## src/rtl/lsu_pkg.sv

```systemverilog
// Shared definitions for the load/store writeback stage: funct3 codes, FSM states,
// byte-enable masks and the size helpers used by the datapath.
package lsu_pkg;

  localparam logic [2:0] F3_LB  = 3'b000;
  localparam logic [2:0] F3_LH  = 3'b001;
  localparam logic [2:0] F3_LW  = 3'b010;
  localparam logic [2:0] F3_LD  = 3'b011;
  localparam logic [2:0] F3_LBU = 3'b100;
  localparam logic [2:0] F3_LHU = 3'b101;
  localparam logic [2:0] F3_LWU = 3'b110;

  localparam logic [2:0] F3_SB  = 3'b000;
  localparam logic [2:0] F3_SH  = 3'b001;
  localparam logic [2:0] F3_SW  = 3'b010;
  localparam logic [2:0] F3_SD  = 3'b011;

  localparam logic [7:0] MASK_B = 8'h01;
  localparam logic [7:0] MASK_H = 8'h03;
  localparam logic [7:0] MASK_W = 8'h0F;
  localparam logic [7:0] MASK_D = 8'hFF;

  typedef enum logic [1:0] {
    ST_IDLE,
    ST_REQ,
    ST_WAIT,
    ST_WB
  } lsu_state_e;

  // funct3[1:0] encodes the access size for both loads and stores
  function automatic logic [7:0] size_mask(input logic [1:0] size);
    case (size)
      2'd0:    return MASK_B;
      2'd1:    return MASK_H;
      2'd2:    return MASK_W;
      default: return MASK_D;
    endcase
  endfunction

  function automatic logic is_misaligned(input logic [1:0] size, input logic [2:0] off);
    case (size)
      2'd0:    return 1'b0;
      2'd1:    return off[0];
      2'd2:    return |off[1:0];
      default: return |off;
    endcase
  endfunction

endpackage

```

## src/rtl/lsu_load_align.sv

```systemverilog
// Combinational load alignment: shifts the addressed lane down to bit 0 and
// sign/zero-extends it according to the RV64 load funct3.
module lsu_load_align
  import lsu_pkg::*;
#(
  parameter int XLEN = 64
) (
  input  logic [XLEN-1:0] rdata,
  input  logic [2:0]      off,
  input  logic [2:0]      funct3,
  output logic [XLEN-1:0] data
);

  logic [XLEN-1:0] raw;

  // Bytes above the dword boundary shift in as zero before extension
  always_comb begin
    raw  = rdata >> {off, 3'b000};
    data = raw;
    case (funct3)
      F3_LB:   data = {{(XLEN-8){raw[7]}},   raw[7:0]};
      F3_LH:   data = {{(XLEN-16){raw[15]}}, raw[15:0]};
      F3_LW:   data = {{(XLEN-32){raw[31]}}, raw[31:0]};
      F3_LBU:  data = {{(XLEN-8){1'b0}},     raw[7:0]};
      F3_LHU:  data = {{(XLEN-16){1'b0}},    raw[15:0]};
      F3_LWU:  data = {{(XLEN-32){1'b0}},    raw[31:0]};
      default: data = raw;
    endcase
  end

endmodule

```

## src/rtl/lsu_wb.sv

```systemverilog
// Memory/writeback stage feeding the integer register file write port.
// Optional build macro LSU_MISALIGN_TRAP_EN adds a misaligned-access pulse output.
module lsu_wb
  import lsu_pkg::*;
#(
  parameter int XLEN = 64,
  parameter int RD_W = 5
) (
  input  logic            clock,
  input  logic            reset,
  input  logic            in_valid,
  output logic            in_ready,
  input  logic            in_is_load,
  input  logic            in_is_store,
  input  logic [2:0]      in_funct3,
  input  logic [RD_W-1:0] in_rd,
  input  logic            in_reg_wen,
  input  logic [XLEN-1:0] in_addr,
  input  logic [XLEN-1:0] in_store_data,
  output logic            mem_req_valid,
  input  logic            mem_req_ready,
  output logic [XLEN-1:0] mem_req_addr,
  output logic            mem_req_wen,
  output logic [XLEN-1:0] mem_req_wdata,
  output logic [7:0]      mem_req_wmask,
  input  logic            mem_rsp_valid,
  input  logic [XLEN-1:0] mem_rsp_rdata,
  output logic [RD_W-1:0] rd,
  output logic [XLEN-1:0] rd_wdata,
  output logic            reg_wen,
  output logic            busy
`ifdef LSU_MISALIGN_TRAP_EN
  ,
  output logic            misaligned
`endif
);

  lsu_state_e      state, next_state;
  logic            op_load;
  logic [2:0]      op_funct3;
  logic [RD_W-1:0] op_rd;
  logic            op_wen;
  logic [XLEN-1:0] op_addr;
  logic [XLEN-1:0] op_sdata;
  logic            accept;
  logic            in_mem;
  logic            trap;
  logic [2:0]      off;
  logic [XLEN-1:0] load_data;

  assign accept   = in_valid && (state == ST_IDLE);
  assign in_mem   = in_is_load || in_is_store;
  assign in_ready = (state == ST_IDLE);
  assign busy     = (state != ST_IDLE);
  assign off      = op_addr[2:0];

`ifdef LSU_MISALIGN_TRAP_EN
  assign trap = in_mem && is_misaligned(in_funct3[1:0], in_addr[2:0]);
`else
  assign trap = 1'b0;
`endif

  lsu_load_align #(.XLEN(XLEN)) u_align (
    .rdata  (mem_rsp_rdata),
    .off    (off),
    .funct3 (op_funct3),
    .data   (load_data)
  );

  always_ff @(posedge clock) begin
    if (reset) state <= ST_IDLE;
    else       state <= next_state;
  end

  // Trapped memory ops take the non-memory path so the pulse lands at N+1
  always_comb begin
    next_state = state;
    case (state)
      ST_IDLE: if (in_valid) next_state = (in_mem && !trap) ? ST_REQ : ST_WB;
      ST_REQ:  if (mem_req_ready) next_state = ST_WAIT;
      ST_WAIT: if (mem_rsp_valid) next_state = op_load ? ST_WB : ST_IDLE;
      ST_WB:   next_state = ST_IDLE;
      default: next_state = ST_IDLE;
    endcase
  end

  always_comb begin
    mem_req_valid = 1'b0;
    mem_req_addr  = '0;
    mem_req_wen   = 1'b0;
    mem_req_wdata = '0;
    mem_req_wmask = '0;
    if (state == ST_REQ) begin
      mem_req_valid = 1'b1;
      mem_req_addr  = {op_addr[XLEN-1:3], 3'b000};
      mem_req_wen   = !op_load;
      mem_req_wdata = op_sdata << {off, 3'b000};
      mem_req_wmask = size_mask(op_funct3[1:0]) << off;
    end
  end

  // rd/rd_wdata only move when a write is actually going to pulse
  always_ff @(posedge clock) begin
    if (reset) begin
      op_load   <= 1'b0;
      op_funct3 <= '0;
      op_rd     <= '0;
      op_wen    <= 1'b0;
      op_addr   <= '0;
      op_sdata  <= '0;
      rd        <= '0;
      rd_wdata  <= '0;
      reg_wen   <= 1'b0;
`ifdef LSU_MISALIGN_TRAP_EN
      misaligned <= 1'b0;
`endif
    end else begin
      reg_wen <= 1'b0;
`ifdef LSU_MISALIGN_TRAP_EN
      misaligned <= 1'b0;
`endif
      if (accept) begin
        op_load   <= in_is_load;
        op_funct3 <= in_funct3;
        op_rd     <= in_rd;
        op_wen    <= in_reg_wen;
        op_addr   <= in_addr;
        op_sdata  <= in_store_data;
        if (!in_mem && in_reg_wen && (in_rd != '0)) begin
          reg_wen  <= 1'b1;
          rd       <= in_rd;
          rd_wdata <= in_addr;
        end
`ifdef LSU_MISALIGN_TRAP_EN
        if (trap) misaligned <= 1'b1;
`endif
      end
      if ((state == ST_WAIT) && mem_rsp_valid && op_load && op_wen && (op_rd != '0)) begin
        reg_wen  <= 1'b1;
        rd       <= op_rd;
        rd_wdata <= load_data;
      end
    end
  end

endmodule

```

## config.mk

```make
export PLATFORM = sky130hd
export DESIGN_NAME = lsu_wb
export DESIGN_NICKNAME = d
export VERILOG_FILES = /design/src/rtl/lsu_pkg.sv /design/src/rtl/lsu_load_align.sv /design/src/rtl/lsu_wb.sv
export SDC_FILE = /design/constraint.sdc
export NUM_CORES = 1
export LEC_CHECK = 0
export ABC_CLOCK_PERIOD_IN_PS = 6200
export CORE_MARGIN = 3
export CORE_UTILIZATION = 50
export DETAILED_ROUTE_END_ITERATION = 12
export PLACE_DENSITY = 0.86
export SETUP_SLACK_MARGIN = 0.1
export SLEW_MARGIN = 20
export SYNTH_ARGS = -nofsm -noshare
export SYNTH_HDL_FRONTEND = slang
export SYNTH_SLANG_ARGS = --single-unit
export TNS_END_PERCENT = 10
```

## constraint.sdc

```tcl
create_clock -name clock -period 6.2 [get_ports clock]
set_input_delay 0.62 -clock clock [delete_from_list [all_inputs] [get_ports clock]]
set_output_delay 0.62 -clock clock [all_outputs]
set_load 0.01 [all_outputs]
```

Word-level counts from Yosys, hierarchy flattened:

Index checks and enable logic that the tools add are counted.

* input port bits: 208
* word-level logic and storage cells: 69
* register bits: 210
* output and inout port bits: 210

* equality and inequality tests: 13
* reductions and logical operators: 20
* mux-type cells: 23
* shift-type cells: 3

Operator list (count)
* $pmux 64 s6: 1
* $mux 64: 5
* $shl 64x6->64: 1
* $shr 64x6->64: 1
* $pmux 8 s3: 1
* $mux 8: 2
* $mux 5: 3
* $mux 2: 5
* $reduce_bool 5->1: 2
* $eq 3x3->1 const B: 3
* $pmux 2 s4: 1
* $shl 8x3->8: 1
* $logic_and 1x1->1: 7
* $eq 2x2->1 const B: 3
* $ne 2x2->1 const B: 3
* $reduce_bool 2->1: 3
* $mux 1: 5
* $eq 2x1->1 const B: 2
* $logic_not 2->1: 2
* $eq 3x1->1 const B: 1
* $eq 3x2->1 const B: 1
* $logic_not 3->1: 1
* $reduce_and 3->1: 1
* $logic_not 1->1: 2
* 2 further kinds: 2

Depth between registers and ports, before layout:

Gate-level depths: netlist of run 1.

* word-level depth: 7
* gate-level depth with buffers: 9
* depth with buffers taken out: 5

Hierarchy:

Synthesis of run 1 repeated with hierarchy kept, for this count alone.

* cell total of the unflattened synthesis: 1611
* area total of the unflattened synthesis: 12818.5 µm²

Modules (own cells, without submodules)
* lsu_wb: cells each 1318, instances 1, area each 10480.1 µm², sequential area each 4204.0 µm²
* lsu_load_align: cells each 293, instances 1, area each 2338.5 µm², sequential area each 0.0 µm²

Worst setup path before layout of run 1:

OpenSTA, ideal clock, no wires.

* kind: register -> output
* start: register op_addr[0]
* end: output mem_req_wdata[0]
* data arrival time: 1861 ps
* buffers on the path: 4
* path slack: 3719 ps
* required time: 5580 ps
* stages on the path, launching flop included: 7
* cell sequence: dfxtp_1 buf_4 buf_4 buf_4 buf_6 nor3_1 and2_1

* longest elaborated chain between the ends: 2

Ends and longest elaborated chain
* from (decl): RTL line lsu_wb.sv:43 `logic [XLEN-1:0] op_addr;`
* from (signal assigned): RTL line lsu_wb.sv:127 `op_addr <= in_addr;`
* $shl 64x6->64: RTL line lsu_wb.sv:97 `mem_req_wdata = op_sdata << {off, 3'b000};`
* $mux 64: RTL line lsu_wb.sv:93 `if (state == ST_REQ) begin`
* to (decl): RTL line lsu_wb.sv:24 `output logic [XLEN-1:0] mem_req_wdata,`

Every way passes these cells.

Worst setup path in the final report of run 1:

* start: register state[0]
* end: output mem_req_wdata[3]

* longest elaborated chain between the ends: 2

Ends and longest elaborated chain
* from (decl): RTL line lsu_wb.sv:38 `lsu_state_e state, next_state;`
* from (signal assigned): RTL line lsu_wb.sv:72 `else state <= next_state;`
* $eq 2x1->1: RTL line lsu_wb.sv:93
* $mux 64: RTL line lsu_wb.sv:93

Every way passes these cells.

==> PnR_summary.wiki, run 1 <==
{| class="wikitable"
! Metric !! Value
|-
| Status || completed
|-
| Count of flip-flops with a built-in enable after synthesis || 0
|-
| Number of buffers added to fix hold violations after cts || 0
|-
| Core occupancy in the finished layout || 70.6%
|-
| Kind of capture point of the worst setup path || output port
|-
| Half-perimeter wire length after placement || 36,600 µm
|-
| Area of the die || 26,900 µm²
|-
| GRT Util Overall || 35.7%
|-
| First-pass GRT wire length || 74,900 µm
|-
| Total of endpoints with negative setup slack in the final report || 0
|-
| TritonCTS clock tree || yes
|-
| Die span in y || 164 µm
|-
| Static Leakage || 0.00609 µW
|-
| Via count of the first global-routing pass || 12.5k
|-
| Initial DRC count || 1,517
|-
| CTS H-tree lvls || 1
|-
| Clock latency of the later-clocked register in the worst-skew pair || 0.52 ns
|-
| Number of nets with antenna violations after detailed routing || 0
|-
| Core Box Area || 24,500 µm²
|-
| Die extent in x || 164 µm
|-
| Layout overhead on the synthesized area || 38.3%
|-
| Number of antenna violations at the first check in global routing || 7
|-
| Aggregate global routing overflow || 0
|-
| Number of distinct standard cells referenced by the synthesized netlist || 62
|-
| Worst R2R Setup Slack || 2.98 ns
|-
| Final critical-path share of the clock period || 69.2%
|-
| Slew Limit Headroom || 26.0%
|-
| Total detailed-routing wirelength || 50,300 µm
|-
| Cells resized by post-CTS repair || 0
|-
| Start point of the worst hold path || op_addr[57]
|-
| Pin count of the biggest net entering global routing || 92
|-
| Tightest Pin Transition || 1.10 ns
|-
| Critical R2R Launch || op_addr[2]
|-
| Hold violation total from the final report || 0
|-
| Clock period minus worst slack || 4.29 ns
|-
| Cells along the critical path || nand2b_1, buf_4, clkinv_1, buf_4, nand2_1, nor3_1, and2_1, clkdlybuf4s50_1
|-
| Cell Pwr Density || 216 nW/µm²
|-
| Synth Warn # || 0
|-
| Slowest cell on crit path || nor3_1
|-
| Capture instance of the worst register-to-register path || rd_wdata[21]
|-
| Setup repair bufs after CTS || 0
|-
| Largest stage delay on the critical path || 0.88 ns
|-
| Hold Path End || op_addr[57]
|-
| Cts bufs inserted || 23
|-
| Synthesized area per cell || 8.21 µm²
|-
| Hold Path Depth || 2
|-
| Drt drc || 0
|-
| Dominant delay contributor by cell family on the critical path || simple AND/OR/NAND/NOR gates
|-
| Critical path startpoint category || flip-flop
|-
| Dominant synthesized flop cell || dfxtp_1
|-
| Crit path buf inv count || 4
|-
| Proportion of synthesized flip-flops having asynchronous set or reset || 0%
|-
| Wire length per cell after detailed routing || 23.1 µm
|-
| Setup repair after global routing missed its margin || no
|-
| Number of logic stages on the critical path including buffering || 8
|-
| CTS root buf || clkbuf_16
|-
| Count of mapped cells out of synthesis || 1,522
|-
| Post-Route Setup TNS || 0 ns
|-
| Critical Path Fanout Max || 64
|-
| Clock slew at reported path FFs || 0.06 ns
|-
| Sinks on Clock Net || 210
|-
| Max-capacitance violation count || 0
|-
| Area of the mapped netlist || 12,500 µm²
|-
| Final-stage net count || 2,044
|-
| IO Pins || 418
|-
| Clock tree buffer depth || 3
|-
| Sequential cell area fraction in the yosys report || 33.6%
|-
| Register bit total from synthesis || 210
|-
| Starting utilization of the core area || 51.1%
|-
| Number of pins with negative max-slew slack in the final report || 0
|-
| Share of final-layout standard cells stronger than drive strength 1 || 8.65%
|-
| Critical path class || reg -> out
|-
| Class of the worst hold path || reg -> reg
|-
| Highest ir drop seen on vdd || 0.198 mV
|-
| Routability congestion estimate || 1.07
|-
| Count of input and output buffers || 414
|-
| Final setup skew || 0.0120 ns
|-
| Filler cell count || 1,958
|-
| Detailed-route via count || 13.1k
|-
| Vias per cell || 6.03
|-
| Max Fclk || 233 MHz
|-
| Number of search-and-repair iterations in the first detailed-routing pass || 6
|-
| Count of cells along the worst register-to-register path || 7
|-
| Number of rows in the core area || 57
|-
| Endpoint required time on the critical path || 5.58 ns
|-
| Arr. time, crit path || 3.67 ns
|-
| Cell mode on critical path || buf_4
|}
## state kept, by name (all words and copies together), names as in the netlist
register	count
op_funct3	3
op_addr	64
reg_wen	1
state	2
op_load	1
op_wen	1
op_sdata	64
rd	5
op_rd	5
rd_wdata	64
## cells in the final DEF, fill, tap and decap left out, drive strengths merged, types with 20 or more instances in the layout
master           n
and2            86
o22ai           20
mux2i          121
clkdlybuf4s50  413
nor2           109
clkbuf          33
dfxtp          210
a21oi          239
a2bb2oi         46
nand2          342
buf             20
mux4            40
## where the power goes
group,total [µW],switching (µW),internal [µW]
logic,851,447,404
clock network,1350,557,792
registers,1520,98.4,1430
## worst max path at each step
stage | from | end | slack [ns]
6_report | state[0] | mem_req_wdata[3] | 1.91
2_1_floorplan | op_addr[0] | mem_req_wdata[0] | 3.72
5_1_grt | state[0] | mem_req_wdata[6] | 1.65
3_3_place_gp | state[0] | mem_req_wdata[5] | 2.52
4_1_cts | state[0] | mem_req_wdata[2] | 1.85
3_5_place_dp | state[0] | mem_req_wdata[7] | 2.43
## synthesized netlist by cell type (16+ instances only)
library cell	number	area, µm²
nand2_1	342	1280
a21oi_1	219	1100
dfxtp_1	210	4200
mux2i_1	121	1210
nor2_1	107	402
and2_1	86	538
clkbuf_1	73	274
a2bb2oi_1	46	403
mux4_2	40	901
buf_2	34	170
a21oi_2	20	175
o22ai_1	19	119
a22oi_1	17	128
buf_4	17	128
a221oi_2	16	240
buf_1	16	60.1
## tightest hold or removal path, delay by kind of cell, from the launching register on
kind               cells  cell delay [ns]
and+or+nand+nor        1             0.05
AOI/OAI and AO/OA      1             0.05
DFF                    1             0.30
## through the flow
stage / std cells / instance area [µm²] / hold slack, ns / total power [µW] / setup WS (ns)
floorplan: 1524 / 12500 / 0.432 / 2010 / 3.72
global placement: 2135 / 16500 / 0.437 / 2370 / 2.52
detailed placement: 2135 / 16500 / 0.442 / 2390 / 2.43
CTS: 2173 / 17300 / 0.450 / 3720 / 1.85
global route: 2178 / 17300 / 0.465 / 3860 / 1.65
finish: 2180 / 17300 / 0.450 / 3720 / 1.91
## routing by layer
metal / share of wire, % / global-route usage, % / routed length, µm / up-vias
li1: - / - / - / 5997
met2: 48 / 61.1 / 24300 / 817
met1: 36 / 41.8 / 17900 / 6168
met5: 0 / 0 / 0 / -
met4: 5.6 / 16.6 / 2810 / 0
met3: 11 / 8.98 / 5320 / 165
## cell type report
class | count | area [µm²] | share of cell area [%]
multi-input combinational | 1163 | 7610 | 44.0
sequential | 210 | 4210 | 24.4
timing repair buffer | 433 | 4290 | 24.8
clock buffer | 33 | 674 | 3.90
clock inverter | 5 | 53.8 | 0.311
tap | 324 | 405 | 2.35
antenna | 7 | 17.5 | 0.101
inverter | 5 | 18.8 | 0.109
## kinds of logic (layout without fill, tap and decap cells)
family | count (synthesis) | after routing | share of synthesized area [%]
flops | 210 | 210 | 33.6
mux | 174 | 174 | 18.1
simple gates | 578 | 578 | 20.3
compound gates | 408 | 408 | 22.1
other cells | 1 | 10 | 0.0300
buf+inv | 151 | 476 | 5.81
Note: power is estimated with default switching activity, not from simulation.
==> run 2, diff against run 1 <==
Settings changed: ABC_CLOCK_PERIOD_IN_PS 6200 to 3500, CORE_UTILIZATION 50 to 42, PLACE_DENSITY 0.86 to 0.77.
Clock period 6.2 ns to 3.5 ns, I/O delays scaled along.
==> PnR_summary.wiki, run 2 (synthesized netlist as in run 1, its figures left out) <==
{| class="wikitable"
! Metric !! Value
|-
| Top layer used by detailed routing || met5
|-
| Clock period minus worst slack || 3.32 ns
|-
| Die extent in x || 179 µm
|-
| Status || completed
|-
| Cell Pwr Density || 382 nW/µm²
|-
| Aggregate global routing overflow || 0
|-
| CTS H-tree lvls || 1
|-
| Class of the worst hold path || in -> reg
|-
| Static Leakage || 0.00621 µW
|-
| Placed insts || 2,213
|-
| Highest ir drop seen on vdd || 0.302 mV
|-
| GRT Util Overall || 31.2%
|-
| Setup repair bufs after CTS || 0
|-
| Final critical-path share of the clock period || 94.8%
|-
| Number of antenna violations at the first check in global routing || 4
|-
| TritonCTS clock tree || yes
|-
| Starting utilization of the core area || 43.1%
|-
| Area of the die || 31,900 µm²
|-
| Clock tree buffer depth || 3
|-
| Final non-filler cell area || 17,600 µm²
|-
| Detailed route wirelength on metal3 || 5030 µm
|-
| Drt drc || 0
|-
| Via count of the first global-routing pass || 12.9k
|-
| Most frequent cells in the layout || 413 x clkdlybuf4s50_1, 341 x nand2_1, 217 x a21oi_1, 207 x dfxtp_1, 121 x mux2i_1
|-
| Final setup skew || 0.0234 ns
|-
| Leading cell type in the layout, fill and taps excluded || clkdlybuf4s50_1
|-
| Clock latency of the later-clocked register in the worst-skew pair || 0.53 ns
|-
| Clock slew at reported path FFs || 0.07 ns
|-
| Count of input and output buffers || 414
|-
| Detailed-routing wirelength on met1 || 19,300 µm
|-
| Tightest Pin Transition || 0.937 ns
|-
| Largest registers || op_addr (64), op_sdata (64), rd_wdata (64)
|-
| Critical path class || reg -> out
|-
| Cells resized by post-CTS repair || 0
|-
| Cell area after placement || 16,800 µm²
|-
| Detailed-route via count || 13.2k
|-
| Max-capacitance violation count || 0
|-
| Pin count of the biggest net entering global routing || 136
|-
| Routed wire length on met2 || 24,600 µm
|-
| Max Fclk || 301 MHz
|-
| Number of buffers added to fix hold violations after cts || 0
|-
| Slew Limit Headroom || 37.1%
|-
| Arr. time, crit path || 2.97 ns
|-
| Kind of capture point of the worst setup path || output port
|-
| Half-perimeter wire length after placement || 38,500 µm
|-
| Vias per cell || 5.83
|-
| First-pass GRT wire length || 77,000 µm
|-
| Number of nets with antenna violations after detailed routing || 0
|-
| Core Box Area || 29,000 µm²
|-
| Sinks on Clock Net || 210
|-
| Total of endpoints with negative setup slack in the final report || 0
|-
| Final-stage net count || 2,063
|-
| Critical path startpoint category || flip-flop
|-
| Number of search-and-repair iterations in the first detailed-routing pass || 5
|-
| Number of rows in the core area || 62
|-
| Wire length per cell after detailed routing || 22.9 µm
|-
| IO Pins || 418
|-
| CTS root buf || clkbuf_16
|-
| Total detailed-routing wirelength || 51,900 µm
|-
| Cts bufs inserted || 24
|-
| Initial DRC count || 1,181
|-
| Layout overhead on the synthesized area || 40.9%
|-
| Setup repair after global routing missed its margin || yes
|-
| Die span in y || 179 µm
|-
| Endpoint required time on the critical path || 3.15 ns
|-
| Filler cell count || 2,540
|-
| Post-Layout Cell Count || 2,261
|-
| Share of final-layout standard cells stronger than drive strength 1 || 10.0%
|-
| Core occupancy in the finished layout || 60.7%
|-
| Post-Route Setup TNS || 0 ns
|-
| Number of pins with negative max-slew slack in the final report || 0
|-
| Routability congestion estimate || 0.966
|-
| Hold violation total from the final report || 0
|-
| Critical Path Fanout Max || 34
|}
-- run 2: stage by stage --
step / power [µW] / setup slack [ns] / hold slack (ns)
4_1_cts: 6730 / 0.114 / 0.336
2_1_floorplan: 3550 / 1.29 / 0.432
3_5_place_dp: 4290 / 0.551 / 0.442
6_report: 6720 / 0.181 / 0.319
3_3_place_gp: 4280 / 0.553 / 0.437
5_1_grt: 6980 / 0.0523 / 0.351
-- run 2: metal layers --
| layer | global-route usage (%) | vias up |
|---|---|---|
| met4 | 15.4 | 2 |
| met1 | 36.4 | 6250 |
| met2 | 53.3 | 756 |
| met3 | 7.51 | 157 |
| li1 | - | 6026 |
| met5 | 0 | - |
-- run 2: cell type report --
class	instances	area (µm²)	area share, %
clock buffer	33	696	3.95
inverter	5	18.8	0.107
sequential	210	4210	23.9
timing repair buffer	451	4500	25.6
tap	384	480	2.73
multi-input combinational	1163	7630	43.3
antenna	4	10.0	0.0568
clock inverter	11	63.8	0.362
-- run 2: final timing paths --
kind,start,to,slack [ns],cells past startpoint
min,reset,op_addr[39],0.32,2
max,op_addr[2],mem_req_wmask[5],0.18,6
min reg2reg,op_addr[39],op_addr[39],0.45,2
max reg2reg,op_addr[0],rd_wdata[32],0.51,6
-- run 2: critical path, stage by stage (launching register included) --
cell             delay, ns
dfxtp_2               0.64
clkinv_1              0.23
buf_4                 0.36
nand2_1               0.13
nand2_1               0.08
nor3b_1               0.34
clkdlybuf4s50_1       0.67
-- run 2: power by group --
group / internal, µW / switching, µW / total, µW
sequential: 2520 / 152 / 2680
clock: 1390 / 1060 / 2450
combinational: 740 / 854 / 1590
total: 4660 / 2060 / 6720
